### config.mk
export PLATFORM = sky130hd
export DESIGN_NAME = jpeg_frame_ctrl
export DESIGN_NICKNAME = d
export VERILOG_FILES = /design/src/rtl/jpeg_ctrl_pkg.sv /design/src/rtl/jpeg_mcu_counter.sv /design/src/rtl/jpeg_frame_ctrl.sv
export SDC_FILE = /design/constraint.sdc
export NUM_CORES = 1
export LEC_CHECK = 0
export ABC_CLOCK_PERIOD_IN_PS = 2000
export CAP_MARGIN = 20
export CORE_MARGIN = 1
export CORE_UTILIZATION = 48
export CTS_CLUSTER_DIAMETER = 120
export DETAILED_ROUTE_END_ITERATION = 10
export GPL_TIMING_DRIVEN = 1
export PLACE_DENSITY = 0.82
export SYNTH_ARGS = -nofsm -noshare
export SYNTH_HDL_FRONTEND = slang
export SYNTH_SLANG_ARGS = --single-unit
### constraint.sdc
create_clock -name sys_clk -period 2 [get_ports sys_clk]
set_input_delay 0.5 -clock sys_clk [delete_from_list [all_inputs] [get_ports sys_clk]]
set_output_delay 0.5 -clock sys_clk [all_outputs]
set_load 0.02 [all_outputs]
### src/rtl/jpeg_ctrl_pkg.sv
// Shared types and constants for the JPEG frame-level control path.
package jpeg_ctrl_pkg;

    // Frame sequencer states. ST_RSTM is reachable only when restart markers are built in.
    typedef enum logic [2:0] {
        ST_IDLE  = 3'd0,
        ST_HDR   = 3'd1,
        ST_ISSUE = 3'd2,
        ST_WAIT  = 3'd3,
        ST_NEXT  = 3'd4,
        ST_RSTM  = 3'd5,
        ST_EOI   = 3'd6,
        ST_DONE  = 3'd7
    } state_t;

    // Component order inside one 4:4:4 MCU.
    typedef enum logic [1:0] {
        COMP_Y  = 2'd0,
        COMP_CB = 2'd1,
        COMP_CR = 2'd2
    } comp_t;

    // JPEG marker codes emitted by the header, restart and EOI writers.
    localparam logic [15:0] SOI  = 16'hFFD8;
    localparam logic [15:0] EOI  = 16'hFFD9;
    localparam logic [15:0] RST0 = 16'hFFD0;

endpackage

### src/rtl/jpeg_mcu_counter.sv
// Nested block position counter: component fastest, then MCU column, then MCU row.
// 'last' flags the final block of the frame and 'mcu_wrap' flags the last component of an MCU.
module jpeg_mcu_counter
    import jpeg_ctrl_pkg::*;
#(
    parameter int MCU_X  = 80,
    parameter int MCU_Y  = 60,
    parameter int N_COMP = 3,
    parameter int X_W    = $clog2(MCU_X),
    parameter int Y_W    = $clog2(MCU_Y)
) (
    input  logic           sys_clk,
    input  logic           rst_n,
    input  logic           inc,
    input  logic           clr,
    output logic [X_W-1:0] x,
    output logic [Y_W-1:0] y,
    output logic [1:0]     comp,
    output logic           last,
    output logic           mcu_wrap
);

    localparam logic [X_W-1:0] X_MAX = X_W'(MCU_X - 1);
    localparam logic [Y_W-1:0] Y_MAX = Y_W'(MCU_Y - 1);
    localparam logic [1:0]     C_MAX = 2'(N_COMP - 1);

    logic [X_W-1:0] x_q, x_d;
    logic [Y_W-1:0] y_q, y_d;
    logic [1:0]     comp_q, comp_d;
    logic           comp_end, x_end, y_end;

    assign comp_end = (comp_q == C_MAX);
    assign x_end    = (x_q == X_MAX);
    assign y_end    = (y_q == Y_MAX);

    // Next position: clear wins over increment; carries ripple comp -> x -> y.
    always_comb begin
        x_d    = x_q;
        y_d    = y_q;
        comp_d = comp_q;
        if (clr) begin
            x_d    = '0;
            y_d    = '0;
            comp_d = COMP_Y;
        end else if (inc) begin
            if (comp_end) begin
                comp_d = COMP_Y;
                if (x_end) begin
                    x_d = '0;
                    y_d = y_end ? '0 : y_q + 1'b1;
                end else begin
                    x_d = x_q + 1'b1;
                end
            end else begin
                comp_d = comp_q + 2'd1;
            end
        end
    end

    // Position registers.
    always_ff @(posedge sys_clk or negedge rst_n) begin
        if (!rst_n) begin
            x_q    <= '0;
            y_q    <= '0;
            comp_q <= COMP_Y;
        end else begin
            x_q    <= x_d;
            y_q    <= y_d;
            comp_q <= comp_d;
        end
    end

    assign x        = x_q;
    assign y        = y_q;
    assign comp     = comp_q;
    assign last     = comp_end && x_end && y_end;
    assign mcu_wrap = comp_end;

endmodule

### src/rtl/jpeg_frame_ctrl.sv
// Frame-level sequencer for the JPEG encoder: header, per-block requests to the block
// encoder over valid/ready + done, then EOI. Optional restart markers between MCU
// groups are built in when JPEG_RESTART_MARKER_EN is defined (adds input rst_mrk_done).
module jpeg_frame_ctrl
    import jpeg_ctrl_pkg::*;
#(
    parameter int IMG_W        = 640,
    parameter int IMG_H        = 480,
    parameter int N_COMP       = 3,
    parameter int RST_INTERVAL = 4
) (
    input  logic                       sys_clk,
    input  logic                       rst_n,
    input  logic                       start,
    output logic                       busy,
    output logic                       frame_done,
    output logic                       hdr_start,
    input  logic                       hdr_done,
    output logic                       blk_valid,
    input  logic                       blk_ready,
    output logic [$clog2(IMG_W/8)-1:0] blk_x,
    output logic [$clog2(IMG_H/8)-1:0] blk_y,
    output logic [1:0]                 blk_comp,
    output logic                       blk_last,
    input  logic                       blk_done,
    output logic                       dc_clr,
    output logic                       eoi_start,
    input  logic                       eoi_done,
    output logic                       rst_mrk_start,
    output logic [2:0]                 rst_mrk_idx
`ifdef JPEG_RESTART_MARKER_EN
    ,
    input  logic                       rst_mrk_done
`endif
);

    localparam int MCU_X = IMG_W / 8;
    localparam int MCU_Y = IMG_H / 8;
    localparam int X_W   = $clog2(MCU_X);
    localparam int Y_W   = $clog2(MCU_Y);

    // Reject geometries the counter widths cannot represent.
    if ((IMG_W % 8) != 0 || MCU_X < 2) begin : g_bad_img_w
        $error("IMG_W must be a multiple of 8 and at least 16");
    end
    if ((IMG_H % 8) != 0 || MCU_Y < 2) begin : g_bad_img_h
        $error("IMG_H must be a multiple of 8 and at least 16");
    end
    if (N_COMP < 1 || N_COMP > 4) begin : g_bad_ncomp
        $error("N_COMP must be 1..4");
    end
    if (RST_INTERVAL < 1 || RST_INTERVAL > 65535) begin : g_bad_interval
        $error("RST_INTERVAL must be 1..65535");
    end

    state_t state_q, state_d;
    logic   busy_q, busy_d;
    logic   frame_done_q, frame_done_d;
    logic   hdr_start_q, hdr_start_d;
    logic   dc_clr_q, dc_clr_d;
    logic   eoi_start_q, eoi_start_d;
    logic   blk_valid_q, blk_valid_d;

    logic   cnt_inc, cnt_clr, cnt_last, cnt_mcu_wrap;

`ifdef JPEG_RESTART_MARKER_EN
    logic        rst_mrk_start_q, rst_mrk_start_d;
    logic [2:0]  rst_idx_q, rst_idx_d;
    // Counts MCUs since the last marker; wrapping at RST_INTERVAL makes "multiple of
    // the interval" a plain equality compare.
    logic [15:0] mcu_cnt_q, mcu_cnt_d;
    logic [15:0] mcu_cnt_inc;
    assign mcu_cnt_inc = mcu_cnt_q + 16'd1;
`else
    // The MCU-boundary flag only feeds restart-marker pacing.
    logic mcu_wrap_unused;
    assign mcu_wrap_unused = cnt_mcu_wrap;
`endif

    jpeg_mcu_counter #(
        .MCU_X  (MCU_X),
        .MCU_Y  (MCU_Y),
        .N_COMP (N_COMP),
        .X_W    (X_W),
        .Y_W    (Y_W)
    ) u_mcu_counter (
        .sys_clk  (sys_clk),
        .rst_n    (rst_n),
        .inc      (cnt_inc),
        .clr      (cnt_clr),
        .x        (blk_x),
        .y        (blk_y),
        .comp     (blk_comp),
        .last     (cnt_last),
        .mcu_wrap (cnt_mcu_wrap)
    );

    // Next-state and next-output logic; every pulse output is raised on the transition
    // into its state so it appears in the first cycle of that state.
    always_comb begin
        state_d      = state_q;
        busy_d       = busy_q;
        frame_done_d = 1'b0;
        hdr_start_d  = 1'b0;
        dc_clr_d     = 1'b0;
        eoi_start_d  = 1'b0;
        blk_valid_d  = blk_valid_q;
        cnt_inc      = 1'b0;
        cnt_clr      = 1'b0;
`ifdef JPEG_RESTART_MARKER_EN
        rst_mrk_start_d = 1'b0;
        rst_idx_d       = rst_idx_q;
        mcu_cnt_d       = mcu_cnt_q;
`endif
        case (state_q)
            ST_IDLE: begin
                if (start) begin
                    state_d     = ST_HDR;
                    busy_d      = 1'b1;
                    hdr_start_d = 1'b1;
                    dc_clr_d    = 1'b1;
`ifdef JPEG_RESTART_MARKER_EN
                    rst_idx_d   = 3'd0;
                    mcu_cnt_d   = 16'd0;
`endif
                end
            end
            ST_HDR: begin
                // A done coincident with the start pulse belongs to no request of ours.
                if (hdr_done && !hdr_start_q) begin
                    state_d     = ST_ISSUE;
                    blk_valid_d = 1'b1;
                end
            end
            ST_ISSUE: begin
                if (blk_valid_q && blk_ready) begin
                    state_d     = ST_WAIT;
                    blk_valid_d = 1'b0;
                end
            end
            ST_WAIT: begin
                if (blk_done) begin
                    state_d = ST_NEXT;
                end
            end
            ST_NEXT: begin
                cnt_inc = 1'b1;
                if (cnt_last) begin
                    state_d     = ST_EOI;
                    eoi_start_d = 1'b1;
                end else begin
                    state_d     = ST_ISSUE;
                    blk_valid_d = 1'b1;
`ifdef JPEG_RESTART_MARKER_EN
                    if (cnt_mcu_wrap) begin
                        if (mcu_cnt_inc == 16'(RST_INTERVAL)) begin
                            mcu_cnt_d       = 16'd0;
                            state_d         = ST_RSTM;
                            blk_valid_d     = 1'b0;
                            rst_mrk_start_d = 1'b1;
                        end else begin
                            mcu_cnt_d = mcu_cnt_inc;
                        end
                    end
`endif
                end
            end
`ifdef JPEG_RESTART_MARKER_EN
            ST_RSTM: begin
                // After a restart marker the DC predictors start over.
                if (rst_mrk_done && !rst_mrk_start_q) begin
                    state_d     = ST_ISSUE;
                    blk_valid_d = 1'b1;
                    dc_clr_d    = 1'b1;
                    rst_idx_d   = rst_idx_q + 3'd1;
                end
            end
`endif
            ST_EOI: begin
                if (eoi_done && !eoi_start_q) begin
                    state_d      = ST_DONE;
                    frame_done_d = 1'b1;
                    busy_d       = 1'b0;
                end
            end
            ST_DONE: begin
                // Start is deliberately not looked at here.
                state_d = ST_IDLE;
                cnt_clr = 1'b1;
`ifdef JPEG_RESTART_MARKER_EN
                mcu_cnt_d = 16'd0;
`endif
            end
            default: begin
                state_d     = ST_IDLE;
                busy_d      = 1'b0;
                blk_valid_d = 1'b0;
                cnt_clr     = 1'b1;
            end
        endcase
    end

    // State and registered outputs; reset drops everything to idle immediately.
    always_ff @(posedge sys_clk or negedge rst_n) begin
        if (!rst_n) begin
            state_q      <= ST_IDLE;
            busy_q       <= 1'b0;
            frame_done_q <= 1'b0;
            hdr_start_q  <= 1'b0;
            dc_clr_q     <= 1'b0;
            eoi_start_q  <= 1'b0;
            blk_valid_q  <= 1'b0;
`ifdef JPEG_RESTART_MARKER_EN
            rst_mrk_start_q <= 1'b0;
            rst_idx_q       <= 3'd0;
            mcu_cnt_q       <= 16'd0;
`endif
        end else begin
            state_q      <= state_d;
            busy_q       <= busy_d;
            frame_done_q <= frame_done_d;
            hdr_start_q  <= hdr_start_d;
            dc_clr_q     <= dc_clr_d;
            eoi_start_q  <= eoi_start_d;
            blk_valid_q  <= blk_valid_d;
`ifdef JPEG_RESTART_MARKER_EN
            rst_mrk_start_q <= rst_mrk_start_d;
            rst_idx_q       <= rst_idx_d;
            mcu_cnt_q       <= mcu_cnt_d;
`endif
        end
    end

    assign busy       = busy_q;
    assign frame_done = frame_done_q;
    assign hdr_start  = hdr_start_q;
    assign dc_clr     = dc_clr_q;
    assign eoi_start  = eoi_start_q;
    assign blk_valid  = blk_valid_q;
    assign blk_last   = cnt_last;

`ifdef JPEG_RESTART_MARKER_EN
    assign rst_mrk_start = rst_mrk_start_q;
    assign rst_mrk_idx   = rst_idx_q;
`else
    assign rst_mrk_start = 1'b0;
    assign rst_mrk_idx   = 3'd0;
`endif

endmodule

# Word level (Yosys, flattened, before mapping)

Index checks and enable logic that the tools add are counted.

Output and inout bits: 26
Bits of input ports: 7
Logic and storage cells: 81
Bits in registers: 23

Equal/unequal tests: 18
Muxes and demuxes: 33
Reductions and logical operators: 16
Bitwise logic cells: 2
Add/sub/neg operators: 3

Operator list:

| operator            | number |
|---|---|
| $mux 6              | 5 |
| $mux 7              | 4 |
| $mux 3              | 6 |
| $pmux 3 s6          | 1 |
| $mux 1              | 12 |
| $ne 2x2->1 const B  | 6 |
| $eq 3x3->1 const B  | 3 |
| $add 7x1->7 const B | 1 |
| $eq 7x7->1 const B  | 1 |
| $add 6x1->6 const B | 1 |
| $eq 3x2->1 const B  | 2 |
| $eq 6x6->1 const B  | 1 |
| $mux 2              | 3 |
| $ne 2x1->1 const B  | 3 |
| $reduce_and 3->1    | 2 |
| $reduce_or 6->1     | 1 |
| $logic_and 1x1->1   | 5 |
| $reduce_and 5->1    | 1 |
| $reduce_or 5->1     | 1 |
| $pmux 1 s4          | 1 |
| $reduce_and 4->1    | 1 |
| $reduce_or 4->1     | 1 |
| $eq 3x1->1 const B  | 1 |
| $logic_not 3->1     | 1 |
| 6 further kinds     | 8 |

# Longest topological paths before layout

Gate-level depths: netlist (run 1).

Word-level depth: 6
Depth in mapped cells: 5
Gate-level depth less buffers: 5

# By module

Synthesis (run 1) repeated with hierarchy kept, for this count alone.

Cells, all modules: 144
Area, all modules: 1316.3 um^2

By module, submodules not included:

| module           | seq. area each (um^2) | cells each | instances | area each (um^2) |
|---|---|---|---|---|
| jpeg_mcu_counter | 375.4                 | 91         | 1         | 842.1 |
| jpeg_frame_ctrl  | 200.2                 | 53         | 1         | 474.2 |

# Worst setup path after synthesis (run 1)

Ideal clock, no wire load.

Path type: register to output
From: register u_mcu_counter.x_q[0] (netlist: u_mcu_counter.x[0])
To: output blk_last
Path slack: -0.094 ns
Cell stages (with the launch flop): 5
Data arrival time: 1.594 ns
Data required time: 1.500 ns
Cell sequence: dfrtp_1 ha_1 and3_1 nand2_2 nor3_1

Longest elaborated chain between the ends: 3

RTL lines:

| what                            | RTL line               | text |
|---|---|---|
| start: declaration              | jpeg_mcu_counter.sv:27 | `logic [X_W-1:0] x_q, x_d;` |
| start signal: assignment        | jpeg_mcu_counter.sv:63 | `x_q <= '0;` |
| start signal: assignment        | jpeg_mcu_counter.sv:67 | `x_q <= x_d;` |
| $eq 7x7->1                      | jpeg_mcu_counter.sv:33 | `assign x_end = (x_q == X_MAX);` |
| $logic_and 1x1->1 (2 in series) | jpeg_mcu_counter.sv:76 | `assign last = comp_end && x_end && y_end;` |
| end: declaration                | jpeg_frame_ctrl.sv:24  | `output logic blk_last,` |

No other way between the ends.

# Worst setup path after layout (run 1)

From: register u_mcu_counter.x_q[1] (netlist: u_mcu_counter.x[1])
To: output blk_last

The elaborated chain is that of the path after synthesis.

==> results of run 1 <==
==> metrics by stage <==
step	worst slack [ns]	area [µm²]	hold slack, ns	instances
finish	-0.0642	1880	0.512	226
global route	-0.136	1880	0.540	226
CTS	-0.0454	1850	0.523	224
detailed placement	-0.194	1800	0.540	218
global placement	-0.110	1800	0.540	218
floorplan	0.106	1360	0.204	145
==> layout make-up <==
cell class                      count  area, µm²
Multi-Input combinational cell    107        718
Fill cell                         191        686
Sequential cell                    23        576
Timing Repair Buffer               57        502
Tap cell                           30       37.5
Clock buffer                        3       22.5
Inverter                            5       18.8
Clock inverter                      1       7.51
==> repair_timing <==
| action | in CTS | in global routing |
|---|---|---|
| pin swaps | 1 | 2 |
| buffers inserted | 2 | 2 |
| resized for setup | 10 | 4 |
| hold buffers | 0 | 0 |
| endpoints found under the setup margin | 2 | 3 |
| gates cloned | 0 | 0 |
| hold endpoints to repair | 0 | 0 |
==> power groups by stage <==
stage	registers, W	clock network (W)	logic [W]
finish	0.000604	0.000234	0.000713
global route	0.000610	0.000252	0.000777
CTS	0.000599	0.000234	0.000701
detailed placement	0.000607	0	0.000689
global placement	0.000605	0	0.000660
floorplan	0.000679	0	0.000353
==> flip-flops by register name (all words and copies together), names as in the netlist <==
signal	flops
u_mcu_counter.comp	2
busy	1
eoi_start	1
state_q	3
u_mcu_counter.x	7
blk_valid	1
dc_clr	1
u_mcu_counter.y	6
frame_done	1
==> worst reg2reg max path, cell delays in order (launching register included) <==
cell	delay (ns)
dfrtp_1	0.40
buf_4	0.15
and4bb_2	0.29
nor2_2	0.46
a21oi_2	0.08
mux2_2	0.29
==> Yosys cell counts, types with 3 or more instances <==
cell type / instances / area [µm²]
nor2b_1: 3 / 18.8
nand3_1: 5 / 25.0
clkbuf_1: 4 / 15.0
nand2b_1: 4 / 25.0
dfrtp_1: 23 / 576
o21ai_0: 10 / 50.1
inv_1: 5 / 18.8
a21oi_1: 8 / 40.0
xor2_1: 3 / 26.3
buf_4: 5 / 37.5
nor3_1: 4 / 20.0
nand2_1: 10 / 37.5
and2_1: 3 / 18.8
a32oi_1: 3 / 26.3
nor2_1: 9 / 33.8
==> metal layers <==
layer | GRT usage [%] | wire (µm)
met5 | 0 | 0
met4 | 10.7 | 68
met3 | 3.61 | 156
met2 | 45.2 | 1900
met1 | 31.7 | 1520
==> cells by family (layout without fill, tap and decap cells) <==
kind of cell	Yosys count	in the layout	synth area share (%)
fa+ha+maj	2	2	1.87
xor+xnor	3	3	1.96
mux	3	3	2.33
simple gates	56	56	24.8
other cells	1	4	0.280
compound gates	39	39	19.7
flops	23	23	42.9
buf+inv	15	66	6.16
==> how the worst max path moves through the flow <==
stage | cells past startpoint | end | from | slack (ns)
6_report | 5 | blk_last | u_mcu_counter.x[1] | -0.06
5_1_grt | 5 | blk_last | u_mcu_counter.x[1] | -0.14
4_1_cts | 5 | blk_last | u_mcu_counter.x[1] | -0.05
3_5_place_dp | 5 | blk_last | u_mcu_counter.x[0] | -0.19
3_3_place_gp | 5 | blk_last | u_mcu_counter.x[0] | -0.11
2_1_floorplan | 4 | blk_last | u_mcu_counter.x[0] | 0.11
==> metrics.md, run 1 <==
| Metric | Value |
|---|---|
| Status | finished with violations |
| Failing checks | setup timing |
| Starting Density | 52.2% |
| Max-slew headroom | 58.9% |
| Final cycle utilization of the critical path | 103% |
| Synthesized area | 1340 µm² |
| Crit path required time | 1.50 ns |
| Final GP Congestion | 0.809 |
| Pint | 0.000930 W |
| Final setup margin | -0.0642 ns |
| Final core utilization | 73.3% |
| DRT Pass-1 Iters | 4 |
| Clock root cell | clkbuf_4 |
| Min Tclk post-route | 2.06 ns |
| Routed wire length | 3640 µm |
| Reg2Reg Depth | 5 |
| Std cell rows | 18 |
| Drt drc | 0 |
| DP HPWL | 2520 µm |
| Switching share of total power | 40.0% |
| Critical R2R Launch | u_mcu_counter.comp[1] |
| Die W | 54.9 µm |
| Leak | 0.928 nW |
| Die Span Y | 54.9 µm |
| RSZ-0062 raised after global routing | true |
| CP Data Arrival Time | 1.56 ns |
| WS Path Type | register to output pin |
| Pwr per Cell Area | 824 nW/µm² |
| Initial antenna violation count | 0 |
| Antenna diodes | 0 |
| GRT Resource Usage Total | 26.0% |
| Sequential share of the synthesized area | 42.9% |
| CP Max Fanout | 2 |
| TritonCTS Buffers | 3 |
| First-pass GRT wire length | 5380 µm |
| # clock sinks | 23 |
| Worst setup EP type | output pin |
| Slowest-stage cell, CP | dfrtp_1 |
| Max Cap Viol | 0 |
| Clock tree from TritonCTS | built |
| Largest net degree at the start of global routing | 24 |
| Worst hold-check path type | input port to asynchronous set/reset pin |
| Worst-skew pair later-pin latency | 0.32 ns |
| I/O Buffers | 28 |
| Setup TNS | -0.0642 ns |
| Synth Register Bits | 23 |
| Gate power share | 46.0% |
| Commonest non-fill, non-tap cell in the layout | buf_4 |
| IO Pins | 33 |
| Peak VDD IR | 0.000825 V |
| Final Power | 0.00155 W |
| Die area | 3010 µm² |
| Clock Power Share | 15.1% |
| Startpoint types | register |
| Yosys warns | 0 |
| Drt wl/cell | 16.1 µm |
| R2r setup slk | 0.22 ns |
| EDFF count, synth | 0 |
| Vias per cell | 5.79 |
| P&R area growth vs syn | 40.3% |
| Largest delay contributor family on the critical path | simple AND/OR/NAND/NOR gates |
| Peak Freq | 484 MHz |
| Core ar. | 2570 µm² |
| CP max stage delay | 0.41 ns |
| Mean post-synth cell area | 9.45 µm² |
| Vias in the first global route | 1158 |
| Most frequent cells in the layout | buf_4 (29), dfrtp_1 (23), clkdlybuf4s50_1 (23) |
| Post-route ant nets | 0 |
| Vias post-DR | 1309 |
| H-tree Lvls | 1 |
| Clock transition at path regs | 0.14 ns |
| Fin. max-slew vios | 0 |
| Cells after synthesis | 142 |
| GR Overflow Total | 0 |
| Clk buf depth | 2 |
| DRT iter0 DRCs | 22 |
| Final net count | 206 |
| Post-synth ARST share | 100% |
| R2r endpoint | u_mcu_counter.y[1] |
| Main flop type after synthesis | dfrtp_1 |
| Setup Viol. Count Final | 1 |
| Post-synth cell types | 50 |
| Layout Skew | 0.00101 ns |
| Layout cells sized above 1 | 23.5% |
| Worst Max-Slew Pin Slew | 0.612 ns |
| Count of final hold-check violations | 0 |
| CP Buf/Inv Count | 1 |
| Sequential share of power | 38.9% |
| Critical path, cell by cell | ha_2, and3_4, nand2_4, nor3_4, buf_6 |
| Sw power | 0.000621 W |
Power figures use the tool's default switching activity.
==> run 2: changes to the inputs <==
--- a/config.mk
+++ b/config.mk
@@ -13,6 +13,7 @@
 export DETAILED_ROUTE_END_ITERATION = 10
 export GPL_TIMING_DRIVEN = 1
 export PLACE_DENSITY = 0.82
+export SKIP_CTS_REPAIR_TIMING = 1
 export SYNTH_ARGS = -nofsm -noshare
 export SYNTH_HDL_FRONTEND = slang
 export SYNTH_SLANG_ARGS = --single-unit
==> run 2 against run 1 <==
  * The run still ends with setup timing left
  * Highest routed layer unchanged
  * Die area is the same
  * Combinational power shrank 2%
  * Core utilization shrank 0.097 points
  * Cell area shrank 0.13%
  * Sequential share of layout area is essentially flat
==> metrics.md, run 2 (synthesis gave the netlist of run 1 again) <==
| Metric | Value |
|---|---|
| Max reg flops | 7 (unchanged) |
| Vias post-DR | 1295 (was 1309) |
| Max Cap Viol | 0 (unchanged) |
| Final core utilization | 73.2% (was 73.3%) |
| Clock root cell | clkbuf_4 (unchanged) |
| Clock tree from TritonCTS | built (unchanged) |
| TritonCTS Buffers | 3 (unchanged) |
| Fillers | 189 (was 191) |
| Hold_ws | 0.500 ns (was 0.512 ns) |
| Routed wire length | 3450 µm (was 3640 µm) |
| Initial antenna violation count | 0 (unchanged) |
| Worst setup EP type | output pin (unchanged) |
| Peak VDD IR | 0.000803 V (was 0.000825 V) |
| RSZ-0062 raised after global routing | true (unchanged) |
| Die W | 54.9 µm (unchanged) |
| Clk buf depth | 2 (unchanged) |
| DP HPWL | 2520 µm (unchanged) |
| Final setup margin | -0.0923 ns (was -0.0642 ns) |
| DRT iter0 DRCs | 35 (was 22) |
| Startpoint types | register (unchanged) |
| P&R area growth vs syn | 40.1% (was 40.3%) |
| Final net count | 205 (was 206) |
| Gate power share | 45.6% (was 46.0%) |
| First-pass GRT wire length | 5260 µm (was 5380 µm) |
| H-tree Lvls | 1 (unchanged) |
| Post-route ant nets | 0 (unchanged) |
| Commonest non-fill, non-tap cell in the layout | buf_4 (unchanged) |
| Drt wl/cell | 15.3 µm (was 16.1 µm) |
| Setup Viol. Count Final | 1 (unchanged) |
| Fin. max-slew vios | 0 (unchanged) |
| Worst-skew pair later-pin latency | 0.33 ns (was 0.32 ns) |
| Peak Freq | 478 MHz (was 484 MHz) |
| Vias per cell | 5.76 (was 5.79) |
| Count of final hold-check violations | 0 (unchanged) |
| Antenna diodes | 0 (unchanged) |
| IO Pins | 33 (unchanged) |
| Worst Max-Slew Pin Slew | 0.620 ns (was 0.612 ns) |
| GR Overflow Total | 0 (unchanged) |
| Die Span Y | 54.9 µm (unchanged) |
| Max-slew headroom | 58.4% (was 58.9%) |
| Final cycle utilization of the critical path | 105% (was 103%) |
| Core ar. | 2570 µm² (unchanged) |
| Sequential share of power | 39.1% (was 38.9%) |
| Pint | 0.000933 W (was 0.000930 W) |
| WS Path Type | register to output pin (unchanged) |
| Most frequent cells in the layout | buf_4 (28), clkdlybuf4s50_1 (24), dfrtp_1 (23) (was buf_4 (29), dfrtp_1 (23), clkdlybuf4s50_1 (23)) |
| GRT Resource Usage Total | 25.4% (was 26.0%) |
| Sw power | 0.000606 W (was 0.000621 W) |
| Worst hold-check path type | input port to asynchronous set/reset pin (unchanged) |
| Final GP Congestion | 0.809 (unchanged) |
| Crit path required time | 1.50 ns (about the same) |
| Pwr per Cell Area | 819 nW/µm² (was 824 nW/µm²) |
| Switching share of total power | 39.4% (was 40.0%) |
| Vias in the first global route | 1136 (was 1158) |
| Std cell rows | 18 (unchanged) |
| CP Max Fanout | 3 (was 2) |
| Die area | 3010 µm² (unchanged) |
| Drt drc | 0 (unchanged) |
| Layout Skew | 0.00392 ns (was 0.00101 ns) |
| # clock sinks | 23 (unchanged) |
| Status | finished with violations (unchanged) |
| Layout cells sized above 1 | 23.1% (was 23.5%) |
| Starting Density | 52.2% (unchanged) |
| Failing checks | setup timing (unchanged) |
| CP Data Arrival Time | 1.59 ns (was 1.56 ns) |
| Min Tclk post-route | 2.09 ns (was 2.06 ns) |
| Clock transition at path regs | 0.14 ns (about the same) |
| I/O Buffers | 28 (unchanged) |
| Clock Power Share | 15.3% (was 15.1%) |
| DRT Pass-1 Iters | 5 (was 4) |
| Leak | 0.931 nW (was 0.928 nW) |
| Largest net degree at the start of global routing | 24 (unchanged) |
-- run 2: changes by cell type in the layout (fill, tap and decap cells not counted) --
cell | before | now
dlymetal6s2s_1 | 2 | 3
buf_4 | 29 | 28
clkdlybuf4s50_1 | 23 | 24
dlygate4sd2_1 | 2 | 0
-- run 2: final cells by class --
| class | count | area [µm²] | area share [%] |
|---|---|---|---|
| clock buffers | 3 | 22.5 | 1.20 |
| well taps | 30 | 37.5 | 2.00 |
| inverters | 5 | 18.8 | 0.999 |
| clock inverters | 1 | 7.51 | 0.399 |
| multi-input cells | 107 | 718 | 38.2 |
| repair buffers | 56 | 499 | 26.6 |
| flip-flops and latches | 23 | 576 | 30.6 |
-- run 2: per-layer routing --
layer | vias to the layer above | wire (µm) | share of wire (%) | GRT usage [%]
met3 | 5 | 159 | 4.6 | 3.33
met5 | - | 0 | 0 | 0
met1 | 640 | 1430 | 41 | 30.9
met2 | 35 | 1810 | 52 | 45.2
met4 | 0 | 50 | 1.4 | 8.55
li1 | 615 | - | - | -
-- run 2: worst max-delay path, stage by stage, from the launching register on --
cell and delay (ns):
dfrtp_1 0.39, ha_2 0.18, and3_4 0.21, nand2_4 0.06, nor3_4 0.26, buf_6 0.15
-- run 2: path summary, 6_finish.rpt --
check	start	end	slack, ns	cells after the start
max in group asynchronous	rst_n	u_mcu_counter.x[1]	1.27	2
worst min-delay path	rst_n	u_mcu_counter.y[4]	0.50	2
worst max-delay path	u_mcu_counter.x[0]	blk_last	-0.09	5
min in group sys_clk	busy	busy	0.56	2
worst min register to register	busy	busy	0.56	2
worst max register to register	u_mcu_counter.comp[1]	u_mcu_counter.y[1]	0.23	5
-- run 2: power by group through the flow --
stage	clock, W	sequential [W]	combinational [W]
2_1_floorplan	0	0.000679	0.000353
3_3_place_gp	0	0.000605	0.000660
3_5_place_dp	0	0.000607	0.000689
4_1_cts	0.000234	0.000600	0.000694
5_1_grt	0.000256	0.000609	0.000771
6_report	0.000236	0.000601	0.000702
-- run 2: through the flow --
step | std cells | setup WS [ns] | area (µm²) | total power (W) | TNS (ns)
6_report | 225 | -0.0923 | 1880 | 0.00154 | -0.0923
5_1_grt | 225 | -0.175 | 1880 | 0.00164 | -0.204
4_1_cts | 222 | -0.588 | 1830 | 0.00153 | -0.604
3_5_place_dp | 218 | -0.194 | 1800 | 0.00130 | -0.194
3_3_place_gp | 218 | -0.110 | 1800 | 0.00126 | -0.110
2_1_floorplan | 145 | 0.106 | 1360 | 0.00103 | 0
==> run 3: changes to the inputs <==
--- a/config.mk
+++ b/config.mk
@@ -5,7 +5,6 @@
 export SDC_FILE = /design/constraint.sdc
 export NUM_CORES = 1
 export LEC_CHECK = 0
-export ABC_CLOCK_PERIOD_IN_PS = 2000
 export CAP_MARGIN = 20
 export CORE_MARGIN = 1
 export CORE_UTILIZATION = 48
==> results of run 3 <==
Final layout, timing and power as in run 2 (identical DEF).
